## src/rtl/control_pa200.sv

```systemverilog
// Sequencer for the 200 Hz second-order high-pass filter datapath.
// Each accepted sample tick runs a six-step micro-program over the mux selects and register enables.
module control_pa200 #(
    parameter int STEP_CYC = 1
) (
    input  logic       clk,
    input  logic       reset,
    input  logic       sample_tick,
    input  logic       clr_ovr,
    output logic       en1,
    output logic       en2,
    output logic       en3,
    output logic       en4,
    output logic       en5,
    output logic       en6,
    output logic       en7,
    output logic [2:0] selmuxS,
    output logic [1:0] selmuxC,
    output logic [2:0] selmuxZ,
    output logic       busy,
    output logic       done,
    output logic       overrun,
    output logic [2:0] step
);

    // Handshake: sample_tick is a one-cycle pulse with no back-pressure. It is
    // accepted only in IDLE or DONE; busy acts as not-ready, and a tick that
    // arrives while busy is dropped and recorded in the sticky overrun flag.

    localparam int CW = (STEP_CYC > 1) ? $clog2(STEP_CYC) : 1;
    localparam logic [CW-1:0] CNT_LAST = CW'(STEP_CYC - 1);

    localparam logic [2:0] S_IDLE = 3'd0;
    localparam logic [2:0] S_T1   = 3'd1;
    localparam logic [2:0] S_T2   = 3'd2;
    localparam logic [2:0] S_T3   = 3'd3;
    localparam logic [2:0] S_T4   = 3'd4;
    localparam logic [2:0] S_T5   = 3'd5;
    localparam logic [2:0] S_T6   = 3'd6;
    localparam logic [2:0] S_DONE = 3'd7;

    logic [2:0]    state;
    logic [2:0]    state_nxt;
    logic [CW-1:0] cnt;
    logic [CW-1:0] cnt_nxt;
    logic          in_step;
    logic          last;

    assign in_step = (state >= S_T1) && (state <= S_T6);
    assign last    = (cnt == CNT_LAST);

    always_comb begin
        state_nxt = state;
        cnt_nxt   = cnt;
        case (state)
            S_IDLE, S_DONE: begin
                cnt_nxt   = '0;
                state_nxt = sample_tick ? S_T1 : S_IDLE;
            end
            S_T1, S_T2, S_T3, S_T4, S_T5, S_T6: begin
                if (last) begin
                    // T6 + 1 wraps naturally onto the DONE code.
                    cnt_nxt   = '0;
                    state_nxt = state + 3'd1;
                end else begin
                    cnt_nxt = cnt + 1'b1;
                end
            end
            default: begin
                cnt_nxt   = '0;
                state_nxt = S_IDLE;
            end
        endcase
    end

    always_ff @(posedge clk) begin
        if (!reset) begin
            state   <= S_IDLE;
            cnt     <= '0;
            overrun <= 1'b0;
        end else begin
            state <= state_nxt;
            cnt   <= cnt_nxt;
            if (sample_tick && in_step) begin
                overrun <= 1'b1;
            end else if (clr_ovr) begin
                overrun <= 1'b0;
            end
        end
    end

    // Selects follow the step; each enable fires only on the step's final cycle.
    always_comb begin
        en1     = 1'b0;
        en2     = 1'b0;
        en3     = 1'b0;
        en4     = 1'b0;
        en5     = 1'b0;
        en6     = 1'b0;
        en7     = 1'b0;
        selmuxS = 3'd0;
        selmuxC = 2'd0;
        selmuxZ = 3'd0;
        case (state)
            S_T1: begin
                en3 = last;
                en4 = last;
            end
            S_T2: begin
                selmuxS = 3'd2;
                selmuxC = 2'd0;
                selmuxZ = 3'd1;
                en5     = last;
            end
            S_T3: begin
                selmuxS = 3'd3;
                selmuxC = 2'd1;
                selmuxZ = 3'd2;
                en2     = last;
            end
            S_T4: begin
                selmuxS = 3'd1;
                selmuxC = 2'd2;
                selmuxZ = 3'd0;
                en6     = last;
            end
            S_T5: begin
                selmuxS = 3'd2;
                selmuxC = 2'd3;
                selmuxZ = 3'd3;
                en7     = last;
            end
            S_T6: begin
                selmuxS = 3'd3;
                selmuxC = 2'd2;
                selmuxZ = 3'd4;
                en1     = last;
            end
            default: begin
                en1 = 1'b0;
            end
        endcase
    end

    assign busy = in_step;
    assign done = (state == S_DONE);
    assign step = state;

endmodule

```

## config.mk

```make
export PLATFORM = sky130hd
export DESIGN_NAME = control_pa200
export DESIGN_NICKNAME = d
export VERILOG_FILES = /design/src/rtl/control_pa200.sv
export SDC_FILE = /design/constraint.sdc
export NUM_CORES = 1
export LEC_CHECK = 0
export ABC_CLOCK_PERIOD_IN_PS = 2100
export BUFFER_PORTS_ARGS = -buffer_cell sky130_fd_sc_hd__buf_2
export CAP_MARGIN = 30
export CORE_AREA = 2 2 39 41
export DETAILED_ROUTE_END_ITERATION = 10
export DIE_AREA = 0 0 41 43
export PLACE_DENSITY = 0.57
export REMOVE_ABC_BUFFERS = 1
export SYNTH_ARGS = -nofsm -noshare
export SYNTH_HDL_FRONTEND = slang
export SYNTH_SLANG_ARGS = --single-unit
```

## constraint.sdc

```tcl
create_clock -name clk -period 2.1 [get_ports clk]
set_input_delay 0.21 -clock clk [delete_from_list [all_inputs] [get_ports clk]]
set_output_delay 0.21 -clock clk [all_outputs]
set_load 0.02 [all_outputs]
```

==> metrics.txt <==
# TYPE chip_impl_metric gauge
chip_impl_info{name="status",value="completed"} 1
chip_impl_metric{name="yosys_warnings",unit=""} 0
chip_impl_metric{name="cts_inserted_buffers",unit=""} 3
chip_impl_metric{name="final_net_count",unit=""} 77
chip_impl_info{name="hp-class",value="in2reg"} 1
chip_impl_metric{name="timing.final.hold_violations",unit=""} 0
chip_impl_metric{name="post-cts-setup-buffer-count",unit=""} 0
chip_impl_metric{name="clock.fmax",unit="MHz"} 549
chip_impl_metric{name="post-place-ws",unit="ns"} 0.406
chip_impl_metric{name="setup_ws",unit="ns"} 0.277
chip_impl_metric{name="fillCellCount",unit=""} 153
chip_impl_metric{name="hold_ws",unit="ns"} 0.245
chip_impl_metric{name="finalWirelength",unit="um"} 740
chip_impl_metric{name="switching_share",unit=""} 0.394
chip_impl_metric{name="synth.lib_cells_used.distinct",unit=""} 22
chip_impl_metric{name="power.combinational.fraction",unit=""} 0.448
chip_impl_metric{name="setup-tns-final",unit="ns"} 0
chip_impl_metric{name="drive_above_1_share",unit=""} 0.446
chip_impl_metric{name="ff2ff_setup_slack",unit="ns"} 0.41
chip_impl_metric{name="ys_seq_elements",unit=""} 4
chip_impl_metric{name="worst_setup_hold_path_clk_slew",unit="ns"} 0.04
chip_impl_metric{name="final_period_minus_worst_setup_slack",unit="ns"} 1.82
chip_impl_metric{name="endpoint_required_time_on_the_critical_path",unit="ns"} 1.89
chip_impl_info{name="min_delay_worst_endpoint",value="overrun$_SDFFE_PN0P_"} 1
chip_impl_metric{name="critPathMaxFanout",unit=""} 6
chip_impl_metric{name="power_report.internal_total",unit="mW"} 0.209
chip_impl_metric{name="power.share.sequential",unit=""} 0.279
chip_impl_metric{name="yosys.area_share.simple",unit=""} 0.312
chip_impl_metric{name="cp.arrival",unit="ns"} 1.61
chip_impl_metric{name="synth_mux_area_frac",unit=""} 0.0266
chip_impl_metric{name="number_of_design_rule_violations_left_after_detail_routing",unit=""} 0
chip_impl_info{name="cts_tree",value="yes"} 1
chip_impl_metric{name="syn_inst",unit=""} 43
chip_impl_metric{name="finalSetupViolations",unit=""} 0
chip_impl_metric{name="grt_remaining_overflow",unit=""} 0
chip_impl_metric{name="worst_path_largest_cell_delay",unit="ns"} 0.41
chip_impl_metric{name="post_cts_resized",unit=""} 0
chip_impl_metric{name="logic_depth_of_the_worst_register_to_register_path",unit=""} 4
chip_impl_metric{name="core",unit="sq um"} 1380
chip_impl_metric{name="design.die.area",unit="sq um"} 1760
chip_impl_info{name="critical_path.cell_chain",value="inv_1 -> ha_1 -> nor4_1 -> nor2_1 -> buf_2"} 1
chip_impl_info{name="worst-setup-path-type",value="reg2out"} 1
chip_impl_metric{name="final.setup_skew",unit="ns"} 0.000656
chip_impl_metric{name="grt_max_degree",unit=""} 16
chip_impl_info{name="cp_top_family",value="simple AND/OR/NAND/NOR gates"} 1
chip_impl_metric{name="clk-insertion-delay-late",unit="ns"} 0.23
chip_impl_info{name="hold_path_startpoint",value="clr_ovr"} 1
chip_impl_metric{name="ant_nets",unit=""} 0
chip_impl_metric{name="number_of_global_route_vias_before_repair",unit=""} 271
chip_impl_metric{name="synth_compound_gate_area_share",unit=""} 0.126
chip_impl_metric{name="grt_util_all_layers",unit=""} 0.0935
chip_impl_metric{name="routed_wire_length_per_instance",unit="um"} 9.14
chip_impl_metric{name="portBuffers",unit=""} 23
chip_impl_metric{name="post_synth_fa_ha_maj_area_fraction",unit=""} 0.199
chip_impl_metric{name="maxSlewViolCount",unit=""} 0
chip_impl_metric{name="power.density_cell_area",unit="nW/um^2"} 680
chip_impl_metric{name="leakagePower",unit="nW"} 0.328
chip_impl_metric{name="synth-xor-area-share",unit=""} 0
chip_impl_metric{name="largest_voltage_drop_on_the_vdd_net",unit="mV"} 0.316
chip_impl_metric{name="insertedDiodeCount",unit=""} 0
chip_impl_metric{name="fp-row-count",unit=""} 14
chip_impl_metric{name="max_cap_violations",unit=""} 0
chip_impl_metric{name="synthesis.area_per_instance",unit="sq um"} 8.76
chip_impl_metric{name="synth.yosys.seq_area_share",unit=""} 0.213
chip_impl_metric{name="floorplan.initialDensity",unit=""} 0.272
chip_impl_metric{name="numClockSinks",unit=""} 4
chip_impl_metric{name="route.detailed.vias_per_inst",unit=""} 4.49
chip_impl_info{name="critical_path_slowest_stage_cell",value="nor4_1"} 1
chip_impl_metric{name="vias",unit=""} 364
chip_impl_metric{name="chipWidth",unit="um"} 41
chip_impl_metric{name="cts_max_level",unit=""} 1
chip_impl_metric{name="dr.first_iter.drc_count",unit=""} 12
chip_impl_info{name="synth_top_family_by_area",value="simple AND/OR/NAND/NOR gates"} 1
chip_impl_info{name="cts_root_buf",value="clkbuf_4"} 1
chip_impl_metric{name="power.net_switching",unit="mW"} 0.136
chip_impl_metric{name="globalplace.congestion",unit=""} 0.708
chip_impl_metric{name="cp.buffers_inverters",unit=""} 2
chip_impl_metric{name="p_clk_frac",unit=""} 0.273
chip_impl_info{name="regToRegEndpoint",value="step[1]$_SDFF_PN0_"} 1
chip_impl_info{name="timing.critical_path.to_type",value="primary output"} 1
chip_impl_metric{name="min_delay_path_depth",unit=""} 3
chip_impl_metric{name="cts_hold_buf",unit=""} 0
chip_impl_metric{name="grt_antenna_before_repair",unit=""} 0
chip_impl_info{name="regToRegStartpoint",value="step[2]$_SDFF_PN0_"} 1
chip_impl_metric{name="wire_length_of_the_first_global_routing_pass",unit="mm"} 1.08
chip_impl_metric{name="period_share",unit=""} 0.868
chip_impl_info{name="critPathLaunchType",value="flop"} 1
chip_impl_metric{name="synthesis.area",unit="sq um"} 377
chip_impl_metric{name="pin_count",unit=""} 25
chip_impl_metric{name="area_delta_synth_final",unit="%"} 34.6
chip_impl_metric{name="clock_tree_buf_depth",unit=""} 2
chip_impl_metric{name="die_height",unit="um"} 43
chip_impl_info{name="rsz0062_at_grt",value="no"} 1
chip_impl_metric{name="drt_pass1_iterations",unit=""} 4
registers in the layout, summed over array words and instances, names as in the netlist:
signal   cells
overrun      1
step         3
synthesized netlist by cell type (all sizes together):
| cell type | n | area, sq um |
|---|---|---|
| buf | 3 | 22.5 |
| clkbuf | 1 | 5.00 |
| mux2i | 1 | 10.0 |
| ha | 6 | 75.1 |
| a21o | 1 | 7.51 |
| nor2b | 2 | 12.5 |
| conb | 1 | 3.75 |
| nand3b | 2 | 15.0 |
| inv | 4 | 15.0 |
| nand2b | 3 | 18.8 |
| dfxtp | 4 | 80.1 |
| nor4 | 1 | 6.26 |
| nand2 | 4 | 15.0 |
| nor2 | 1 | 3.75 |
| and2 | 3 | 20.0 |
| o21ai | 1 | 5.00 |
| and3b | 2 | 18.8 |
| o31ai | 1 | 7.51 |
| nor3b | 1 | 7.51 |
| a2111oi | 1 | 27.5 |
worst register-to-register path: stages (launching register included):
cell and delay, ns:
dfxtp_1 0.60, inv_1 0.09, ha_1 0.27, a2111oi_4 0.41, and3b_1 0.22
cells by family (layout without fill, tap and decap cells):
logic type / Yosys count / after routing
AND/OR/NAND/NOR: 19 / 19
buffers and inverters: 8 / 30
adder cells (fa/ha/maj): 6 / 6
AO/OA/AOI/OAI: 4 / 4
flip-flops: 4 / 4
other: 1 / 1
multiplexers: 1 / 1
power by group through the flow:
stage / clock network (mW) / logic [mW] / registers [mW]
after detailed placement: 0 / 0.156 / 0.0973
after CTS: 0.0990 / 0.156 / 0.0962
final: 0.0941 / 0.154 / 0.0959
after global routing: 0.101 / 0.171 / 0.0981
after global placement: 0 / 0.155 / 0.0967
after floorplan: 0 / 0.100 / 0.107
through the flow:
step / cells / cell area [sq um] / total power, mW / util
2_1_floorplan: 39 / 349 / 0.207 / -
3_3_place_gp: 78 / 484 / 0.251 / 0.350
3_5_place_dp: 78 / 484 / 0.253 / 0.350
4_1_cts: 81 / 507 / 0.351 / 0.366
5_1_grt: 81 / 507 / 0.370 / 0.366
6_report: 81 / 507 / 0.344 / 0.366
area by class of cell:
class,count,area (sq um),area share
clock buffer,3,22.5,0.0444
inverter,4,15.0,0.0296
multi-input combinational,31,254,0.501
sequential,4,80.1,0.158
tap,16,20.0,0.0395
timing repair buffer,23,115,0.227
cells in the final DEF (no fill, tap or decap), drive strengths merged, types with 2 or more instances in the layout:
cell type and n:
and2 3, and3b 2, buf 23, clkbuf 3, dfxtp 4, ha 6
inv 4, nand2 4, nand2b 3, nand3b 2, nor2b 2
worst max-delay path by stage:
stage	end	start	depth (start not counted)	slack, ns
floorplan	step[1]$_SDFF_PN0_	step[2]$_SDFF_PN0_	4	0.35
finish	busy	step[1]$_SDFF_PN0_	5	0.28
detailed placement	step[1]$_SDFF_PN0_	step[2]$_SDFF_PN0_	4	0.41
global placement	step[1]$_SDFF_PN0_	step[2]$_SDFF_PN0_	4	0.42
CTS	busy	step[1]$_SDFF_PN0_	5	0.25
global route	busy	step[1]$_SDFF_PN0_	5	0.12
metal layers:
metal	part of all wire	vias up	GRT usage
met5	0	-	0
met4	0.019	0	0.100
met3	0.11	2	0.0157
met2	0.41	25	0.138
met1	0.46	155	0.100
li1	-	182	-
Power figures use the tool's default switching activity.
